[src/rtl/ctrl_fsm_pkg.sv]
// ctrl_fsm_pkg: shared definitions for the core control sequencer.
//   - 5-bit opcode constants driven onto the ALU opcode bus
//   - ctrl_state_t: sequencer states
//   - opcode classification helpers used by the sequencer
package ctrl_fsm_pkg;

  localparam int OP_W = 5;

  localparam logic [OP_W-1:0] kADD  = 5'h00;
  localparam logic [OP_W-1:0] kSUB  = 5'h01;
  localparam logic [OP_W-1:0] kAND  = 5'h02;
  localparam logic [OP_W-1:0] kXOR  = 5'h03;
  localparam logic [OP_W-1:0] kSLL  = 5'h04;
  localparam logic [OP_W-1:0] kSRL  = 5'h05;
  localparam logic [OP_W-1:0] kMOV  = 5'h06;
  localparam logic [OP_W-1:0] kCMP  = 5'h07;
  localparam logic [OP_W-1:0] kLD   = 5'h08;
  localparam logic [OP_W-1:0] kST   = 5'h09;
  localparam logic [OP_W-1:0] kBE   = 5'h0A;
  localparam logic [OP_W-1:0] kBL   = 5'h0B;
  localparam logic [OP_W-1:0] kBG   = 5'h0C;
  localparam logic [OP_W-1:0] kBA   = 5'h0D;
  localparam logic [OP_W-1:0] kHALT = 5'h1F;

  typedef enum logic [2:0] {
    S_IDLE,
    S_FETCH,
    S_DECODE,
    S_EXEC,
    S_MEM,
    S_WB,
    S_HALT
  } ctrl_state_t;

  // Opcodes that end with a register-file write (LD writes after MEM).
  function automatic logic is_writeback(input logic [OP_W-1:0] op);
    logic r;
    case (op)
      kADD, kSUB, kAND, kXOR, kSLL, kSRL, kMOV, kLD: r = 1'b1;
      default:                                       r = 1'b0;
    endcase
    return r;
  endfunction

  function automatic logic is_branch(input logic [OP_W-1:0] op);
    logic r;
    case (op)
      kBE, kBL, kBG, kBA: r = 1'b1;
      default:            r = 1'b0;
    endcase
    return r;
  endfunction

endpackage

[src/rtl/ctrl_fsm_branch_resolve.sv]
// ctrl_fsm_branch_resolve: combinational branch condition evaluation.
//   op_i      : opcode held in the instruction register
//   lt_flag_i : registered less-than flag
//   z_flag_i  : registered equal flag
//   taken_o   : 1 when op_i is a branch whose condition holds
module ctrl_fsm_branch_resolve
  import ctrl_fsm_pkg::*;
(
  input  logic [OP_W-1:0] op_i,
  input  logic            lt_flag_i,
  input  logic            z_flag_i,
  output logic            taken_o
);

  always_comb begin
    taken_o = 1'b0;
    case (op_i)
      kBE:     taken_o = z_flag_i;
      kBL:     taken_o = lt_flag_i;
      kBG:     taken_o = !lt_flag_i && !z_flag_i;
      kBA:     taken_o = 1'b1;
      default: taken_o = 1'b0;
    endcase
  end

endmodule

[src/rtl/ctrl_fsm.sv]
// ctrl_fsm: multi-cycle control sequencer for the 8-bit core.
//   clk, rst_n                : core clock, async active-low reset
//   start                     : begin at pc 0 (honoured in IDLE/HALT only)
//   instr_i / imem_rd_o / imem_addr_o : instruction fetch
//   alu_op_o, alu_co_i/lt_i/z_i       : ALU opcode and status
//   rf_ra_o, rf_rb_o, rf_we_o, rf_wa_o, wb_sel_o : register-file control
//   dmem_rd_o, dmem_wr_o, dmem_ack_i  : data memory handshake
//   lut_idx_o, lut_target_i           : branch target lookup
//   pc_o, co/lt/z_flag_o, busy_o, done_o, err_o : status
//
// state    | meaning
// ---------+---------------------------------------------------
// S_IDLE   | out of reset, waiting for start
// S_FETCH  | imem read strobe at pc
// S_DECODE | latch instruction into ir
// S_EXEC   | ALU op, flag update, branch resolve, pc update
// S_MEM    | LD/ST request held until dmem_ack_i
// S_WB     | one-cycle register-file write
// S_HALT   | stopped (kHALT or illegal opcode), waiting for start
module ctrl_fsm
  import ctrl_fsm_pkg::*;
#(
  parameter int PC_W    = 10,
  parameter int INSTR_W = 9
) (
  input  logic               clk,
  input  logic               rst_n,
  input  logic               start,
  input  logic [INSTR_W-1:0] instr_i,
  output logic               imem_rd_o,
  output logic [PC_W-1:0]    imem_addr_o,
  output logic [OP_W-1:0]    alu_op_o,
  input  logic               alu_co_i,
  input  logic               alu_lt_i,
  input  logic               alu_z_i,
  output logic [1:0]         rf_ra_o,
  output logic [1:0]         rf_rb_o,
  output logic               rf_we_o,
  output logic [1:0]         rf_wa_o,
  output logic               wb_sel_o,
  output logic               dmem_rd_o,
  output logic               dmem_wr_o,
  input  logic               dmem_ack_i,
  output logic [3:0]         lut_idx_o,
  input  logic [PC_W-1:0]    lut_target_i,
  output logic [PC_W-1:0]    pc_o,
  output logic               co_flag_o,
  output logic               lt_flag_o,
  output logic               z_flag_o,
  output logic               busy_o,
  output logic               done_o,
  output logic               err_o
);

  ctrl_state_t        state_q, state_d;
  logic [PC_W-1:0]    pc_q, pc_d;
  logic [INSTR_W-1:0] ir_q, ir_d;
  logic               co_q, co_d;
  logic               lt_q, lt_d;
  logic               z_q, z_d;
  logic               err_q, err_d;
  logic [OP_W-1:0]    op;
  logic               taken;

  assign op = ir_q[INSTR_W-1 -: OP_W];

  ctrl_fsm_branch_resolve u_branch_resolve (
    .op_i      (op),
    .lt_flag_i (lt_q),
    .z_flag_i  (z_q),
    .taken_o   (taken)
  );

  always_ff @(posedge clk or negedge rst_n) begin
    if (!rst_n) begin
      state_q <= S_IDLE;
      pc_q    <= '0;
      ir_q    <= '0;
      co_q    <= 1'b0;
      lt_q    <= 1'b0;
      z_q     <= 1'b0;
      err_q   <= 1'b0;
    end else begin
      state_q <= state_d;
      pc_q    <= pc_d;
      ir_q    <= ir_d;
      co_q    <= co_d;
      lt_q    <= lt_d;
      z_q     <= z_d;
      err_q   <= err_d;
    end
  end

  always_comb begin
    state_d = state_q;
    pc_d    = pc_q;
    ir_d    = ir_q;
    co_d    = co_q;
    lt_d    = lt_q;
    z_d     = z_q;
    err_d   = err_q;
    case (state_q)
      S_IDLE, S_HALT: begin
        if (start) begin
          pc_d    = '0;
          err_d   = 1'b0;
          state_d = S_FETCH;
        end
      end
      S_FETCH:  state_d = S_DECODE;
      S_DECODE: begin
        ir_d    = instr_i;
        state_d = S_EXEC;
      end
      S_EXEC: begin
        if (op == kADD) co_d = alu_co_i;
        if (op == kCMP) begin
          z_d  = alu_z_i;
          lt_d = alu_lt_i;
        end
        // pc wraps naturally at PC_W bits; only kHALT freezes it.
        if (op != kHALT) pc_d = taken ? lut_target_i : pc_q + PC_W'(1);
        if (op == kLD || op == kST)            state_d = S_MEM;
        else if (is_writeback(op))             state_d = S_WB;
        else if (op == kCMP || is_branch(op))  state_d = S_FETCH;
        else if (op == kHALT)                  state_d = S_HALT;
        else begin
          err_d   = 1'b1;
          state_d = S_HALT;
        end
      end
      S_MEM: begin
        if (dmem_ack_i) state_d = (op == kLD) ? S_WB : S_FETCH;
      end
      S_WB:    state_d = S_FETCH;
      default: state_d = S_IDLE;
    endcase
  end

  always_comb begin
    imem_rd_o = 1'b0;
    rf_we_o   = 1'b0;
    wb_sel_o  = 1'b0;
    dmem_rd_o = 1'b0;
    dmem_wr_o = 1'b0;
    busy_o    = 1'b0;
    done_o    = 1'b0;
    case (state_q)
      S_FETCH: begin
        imem_rd_o = 1'b1;
        busy_o    = 1'b1;
      end
      S_DECODE, S_EXEC: busy_o = 1'b1;
      S_MEM: begin
        busy_o = 1'b1;
        // Request is withdrawn in the same cycle the ack arrives, so it is
        // high only for the wait cycles before completion.
        dmem_rd_o = (op == kLD) && !dmem_ack_i;
        dmem_wr_o = (op == kST) && !dmem_ack_i;
      end
      S_WB: begin
        busy_o   = 1'b1;
        rf_we_o  = 1'b1;
        wb_sel_o = (op == kLD);
      end
      S_HALT:  done_o = 1'b1;
      default: ;
    endcase
  end

  assign imem_addr_o = pc_q;
  assign pc_o        = pc_q;
  assign alu_op_o    = op;
  assign rf_ra_o     = ir_q[3:2];
  assign rf_rb_o     = ir_q[1:0];
  assign rf_wa_o     = ir_q[3:2];
  assign lut_idx_o   = ir_q[3:0];
  assign co_flag_o   = co_q;
  assign lt_flag_o   = lt_q;
  assign z_flag_o    = z_q;
  assign err_o       = err_q;

endmodule

[config.mk]
export PLATFORM = sky130hd
export DESIGN_NAME = ctrl_fsm
export DESIGN_NICKNAME = d
export VERILOG_FILES = /design/src/rtl/ctrl_fsm_pkg.sv /design/src/rtl/ctrl_fsm_branch_resolve.sv /design/src/rtl/ctrl_fsm.sv
export SDC_FILE = /design/constraint.sdc
export NUM_CORES = 1
export LEC_CHECK = 0
export ABC_CLOCK_PERIOD_IN_PS = 1600
export BUFFER_PORTS_ARGS = -buffer_cell sky130_fd_sc_hd__buf_2
export CAP_MARGIN = 0
export CORE_MARGIN = 3
export CORE_UTILIZATION = 43
export CTS_CLUSTER_SIZE = 20
export DETAILED_ROUTE_END_ITERATION = 10
export MAX_ROUTING_LAYER = met4
export PLACE_DENSITY = 0.76
export SYNTH_ARGS = -nofsm -noshare
export SYNTH_HDL_FRONTEND = slang
export SYNTH_SLANG_ARGS = --single-unit
[constraint.sdc]
create_clock -name clk -period 1.6 [get_ports clk]
set_input_delay 0.16 -clock clk [delete_from_list [all_inputs] [get_ports clk]]
set_output_delay 0.16 -clock clk [all_outputs]
set_load 0.01 [all_outputs]
==> impl_metrics.csv <==
group,metric,value,unit
floorplan,die_width,69.7,microns
yosys,combinational_family_with_the_most_area_after_synthesis,"simple AND/OR/NAND/NOR gates",
drt,drt_iter0_drc,84,
clock_tree,clkTransAtPathRegs,0.09,ns
pwr,power.ir.vdd_worst,790,uV
place,dp.final_hpwl,2980,microns
yosys,number_of_synthesized_flops_with_an_enable_pin,0,
run_status,failed_checks,"setup timing",
layout,layout_commonest_cell,"buf_2",
yosys,synth-simple-area-share,0.192,
yosys,mappedNetlistNets,197,
worst_setup_path,data_arrival_time_of_the_worst_path,1.54,ns
worst_setup_path,reg2reg_from,"ir_q[6]$_DFFE_PN0P_",
worst_setup_path,cpPeakStageDelay,0.42,ns
drt,dr_total_vias,1545,
global_routing,global_route_wire_length_before_repair,7340,microns
clock_tree,cts-root-to-sink-buffers,2,
yosys,synthAdderAreaFrac,0.00716,
sta,shortest_period_the_worst_path_allows,1.70,ns
sta,fmax,587,MHz
hold_path,timing.hold.worst.class,"primary input to flop",
global_routing,grt_pass1_vias,1547,
flow_run,maximum_capacitance_violations,0,
layout,utilization_after_layout,0.616,
floorplan,floorplan.die_area,4860,sq um
worst_setup_path,critical_path_required,1.44,ns
worst_setup_path,path_max_fanout,4,
drt,route.final.wire_length,4420,microns
drt,detail_route.wl_per_cell,15.5,microns
yosys,syn_inst,170,
worst_setup_path,rr_worst_depth,6,
yosys,synth-seq-cells,26,
drt,drc,0,
sta,report.final.hold_viol_count,0,
pwr,swShare,0.419,
place,place.gp.congestion,0.810,
sta,tightestPinTransition,0.591,ns
pwr,seqPwrFrac,0.276,
sta,fin_crit_sh,1.06,
clock_tree,cts-buffers-inserted,3,
drt,via_density_per_instance,5.42,
layout,commonest_cells_after_routing_fill_and_taps_aside,"buf_2 (71), dfrtp_1 (25), buf_4 (14)",
yosys,yosys_synthesis_warning_count,0,
layout,synthToLayoutAreaGrowth,33.9,%
floorplan,coreArea,3800,sq um
yosys,synthDistinctLibCells,46,
pwr,leakagePower,1.11,nW
clock_tree,tritoncts,"yes",
global_routing,grt_remaining_overflow,0,
hold_path,hold_path.startpoint,"instr_i[5]",
pwr,power.combinational.fraction,0.603,
global_routing,globalRouteTotalUtil,0.187,
layout,nNetsFinal,265,
worst_setup_path,timing_worst_setup_path_type,"flop to primary output",
yosys,muxShareOfSynthArea,0.138,
floorplan,floorplan.rows,22,
run_status,outcome,"finished, violations left",
floorplan,start_util,0.460,
yosys,asyncSetResetFlopFracSynth,1.00,
sta,worst_clock_skew,0.00266,ns
sta,timing.final.setup_violations,11,
worst_setup_path,regToRegEndpoint,"imem_addr_o[8]$_DFFE_PN0P_",
worst_setup_path,path_cells,"buf_6, nor4b_4, buf_4, and3b_1, buf_2",
pwr,power.density,1930,nW/um^2
yosys,post_synth_instance_area,1750,sq um
pwr,report.power.total,4.52,mW
clock_tree,cts.sink_count,26,
hold_path,hold-path-endpoint,"ir_q[5]$_DFFE_PN0P_",
drt,detail_route.first_pass.iterations,4,
yosys,synth_xor_area_frac,0.00501,
pwr,pwr-share-clk,0.121,
layout,layout-drive-gt1-share,0.561,
drt,detail-route-antenna-nets,0,
global_routing,pin_count_of_the_biggest_net_entering_global_routing,27,
place,port-buffer-count,71,
floorplan,io_pins,72,
floorplan,height_of_the_die,69.7,microns
yosys,synth.avg_cell_area,10.3,sq um
clock_tree,clk_root_buffer_cell,"clkbuf_8",
worst_setup_path,r2r_slack,-0.09,ns
yosys,synth-main-ff-cell,"dfrtp_1",
sta,report.final.slew_viol_count,0,
clock_tree,clk_latency,0.27,ns
worst_setup_path,cell_with_the_largest_stage_delay_on_the_worst_path,"dfrtp_1",
yosys,yosysSeqAreaShare,0.372,
sta,worst_slew_margin_rel,0.606,
pwr,total_switching_power,1.89,mW
sta,setup_repair_after_global_routing_missed_its_margin,"yes",
sta,final_critical_path_setup_slack,-0.104,ns
pwr,power_report.internal_total,2.63,mW
yosys,synth_compound_area_frac,0.166,
hold_path,worst_hold_path_cells,2,
worst_setup_path,worstSetupStartpointType,"flop",
global_routing,antenna_found_initial,0,
worst_setup_path,timing.critical_path.to_type,"primary output",
clock_tree,ctsHtreeMaxLevel,1,
layout,antenna-diode-count,0,
[through the flow]
step	hold slack [ns]	instance area [sq um]	worst slack, ns	instances	TNS [ns]
4_1_cts	0.109	2260	-0.0769	284	-0.527
2_1_floorplan	-0.136	1750	0.00351	170	0
5_1_grt	0.111	2340	-0.191	285	-1.66
3_5_place_dp	0.196	2090	-0.0102	275	-0.0102
3_3_place_gp	0.198	2090	0.0268	275	0
6_report	0.113	2340	-0.104	285	-0.798
[power groups by stage]
stage	sequential [mW]	clock, mW	combinational (mW)
after floorplan	1.31	0	1.67
after global placement	1.22	0	2.34
after detailed placement	1.24	0	2.37
after CTS	1.24	0.555	2.61
after global routing	1.31	0.577	2.95
final	1.25	0.546	2.73
[layer usage]
layer  share of wire  global-route usage  up-vias
li1                -                   -      749
met1            0.39               0.226      734
met2            0.53               0.316       56
met3           0.064              0.0275        6
met4           0.015              0.0723        0
met5               0                   -        -
[cell families after synthesis]
kind of cell               after synthesis
xor gates and xnor gates                 1
AOI/OAI and AO/OA                       33
DFF                                     26
and+or+nand+nor                         57
muxes                                   22
adders and majority gates                1
buffers and inverters                   30
[cell usage after synthesis, types with 2 or more instances]
library cell | number | area, sq um
o21ai_0 | 3 | 15.0
clkbuf_1 | 2 | 7.51
nor2_1 | 5 | 18.8
nor2b_1 | 5 | 31.3
nand3_1 | 14 | 70.1
o21a_1 | 2 | 15.0
nand2_1 | 9 | 33.8
mux2_2 | 13 | 146
inv_1 | 2 | 7.51
buf_2 | 4 | 20.0
nor3_1 | 5 | 25.0
nand2b_1 | 2 | 12.5
o31ai_1 | 3 | 22.5
and4bb_1 | 2 | 25.0
a21oi_1 | 5 | 25.0
o221ai_2 | 6 | 90.1
a31oi_1 | 2 | 12.5
and3b_1 | 3 | 26.3
buf_4 | 20 | 150
mux2i_1 | 8 | 80.1
nor4b_1 | 2 | 17.5
dfrtp_1 | 26 | 651
nor4_1 | 3 | 18.8
buf_6 | 2 | 22.5
[critical path: cells and delay by family (launching register included)]
kind                   cells  cell delay [ns]
buffers and inverters      3             0.42
and+or+nand+nor            2             0.42
DFF                        1             0.42
[how the worst max path moves through the flow]
stage / from / depth (start not counted) / slack [ns] / to
3_3_place_gp: ir_q[4]$_DFFE_PN0P_ / 4 / 0.03 / imem_addr_o[8]$_DFFE_PN0P_
2_1_floorplan: ir_q[6]$_DFFE_PN0P_ / 6 / 0.004 / imem_addr_o[8]$_DFFE_PN0P_
4_1_cts: ir_q[6]$_DFFE_PN0P_ / 5 / -0.08 / dmem_rd_o
5_1_grt: ir_q[5]$_DFFE_PN0P_ / 5 / -0.19 / dmem_rd_o
6_report: ir_q[6]$_DFFE_PN0P_ / 5 / -0.10 / dmem_rd_o
3_5_place_dp: ir_q[4]$_DFFE_PN0P_ / 4 / -0.01 / imem_addr_o[8]$_DFFE_PN0P_
[area by class of cell]
type / instances / area [sq um]
clock inverters: 1 / 30.0
repair buffers: 91 / 544
well taps: 48 / 60.1
multi-input cells: 114 / 1000
clock buffers: 3 / 41.3
fillers: 305 / 1460
flip-flops and latches: 26 / 652
inverters: 2 / 7.51
[flip-flops by register name, summed over array words and instances, names as in the netlist]
signal,count
imem_addr_o,10
ir_q,9
state_q,3
co_flag_o,1
err_o,1
lt_flag_o,1
z_flag_o,1
[repair_timing]
action                                 in CTS  in global routing
gates cloned                                0                  0
endpoints found under the hold margin      26                  0
hold buffers                                1                  0
resized for setup                          10                 14
setup endpoints to repair                  10                 15
buffers inserted                            4                  1
pin swaps                                   5                  2
(Power assumes the default switching activity.)
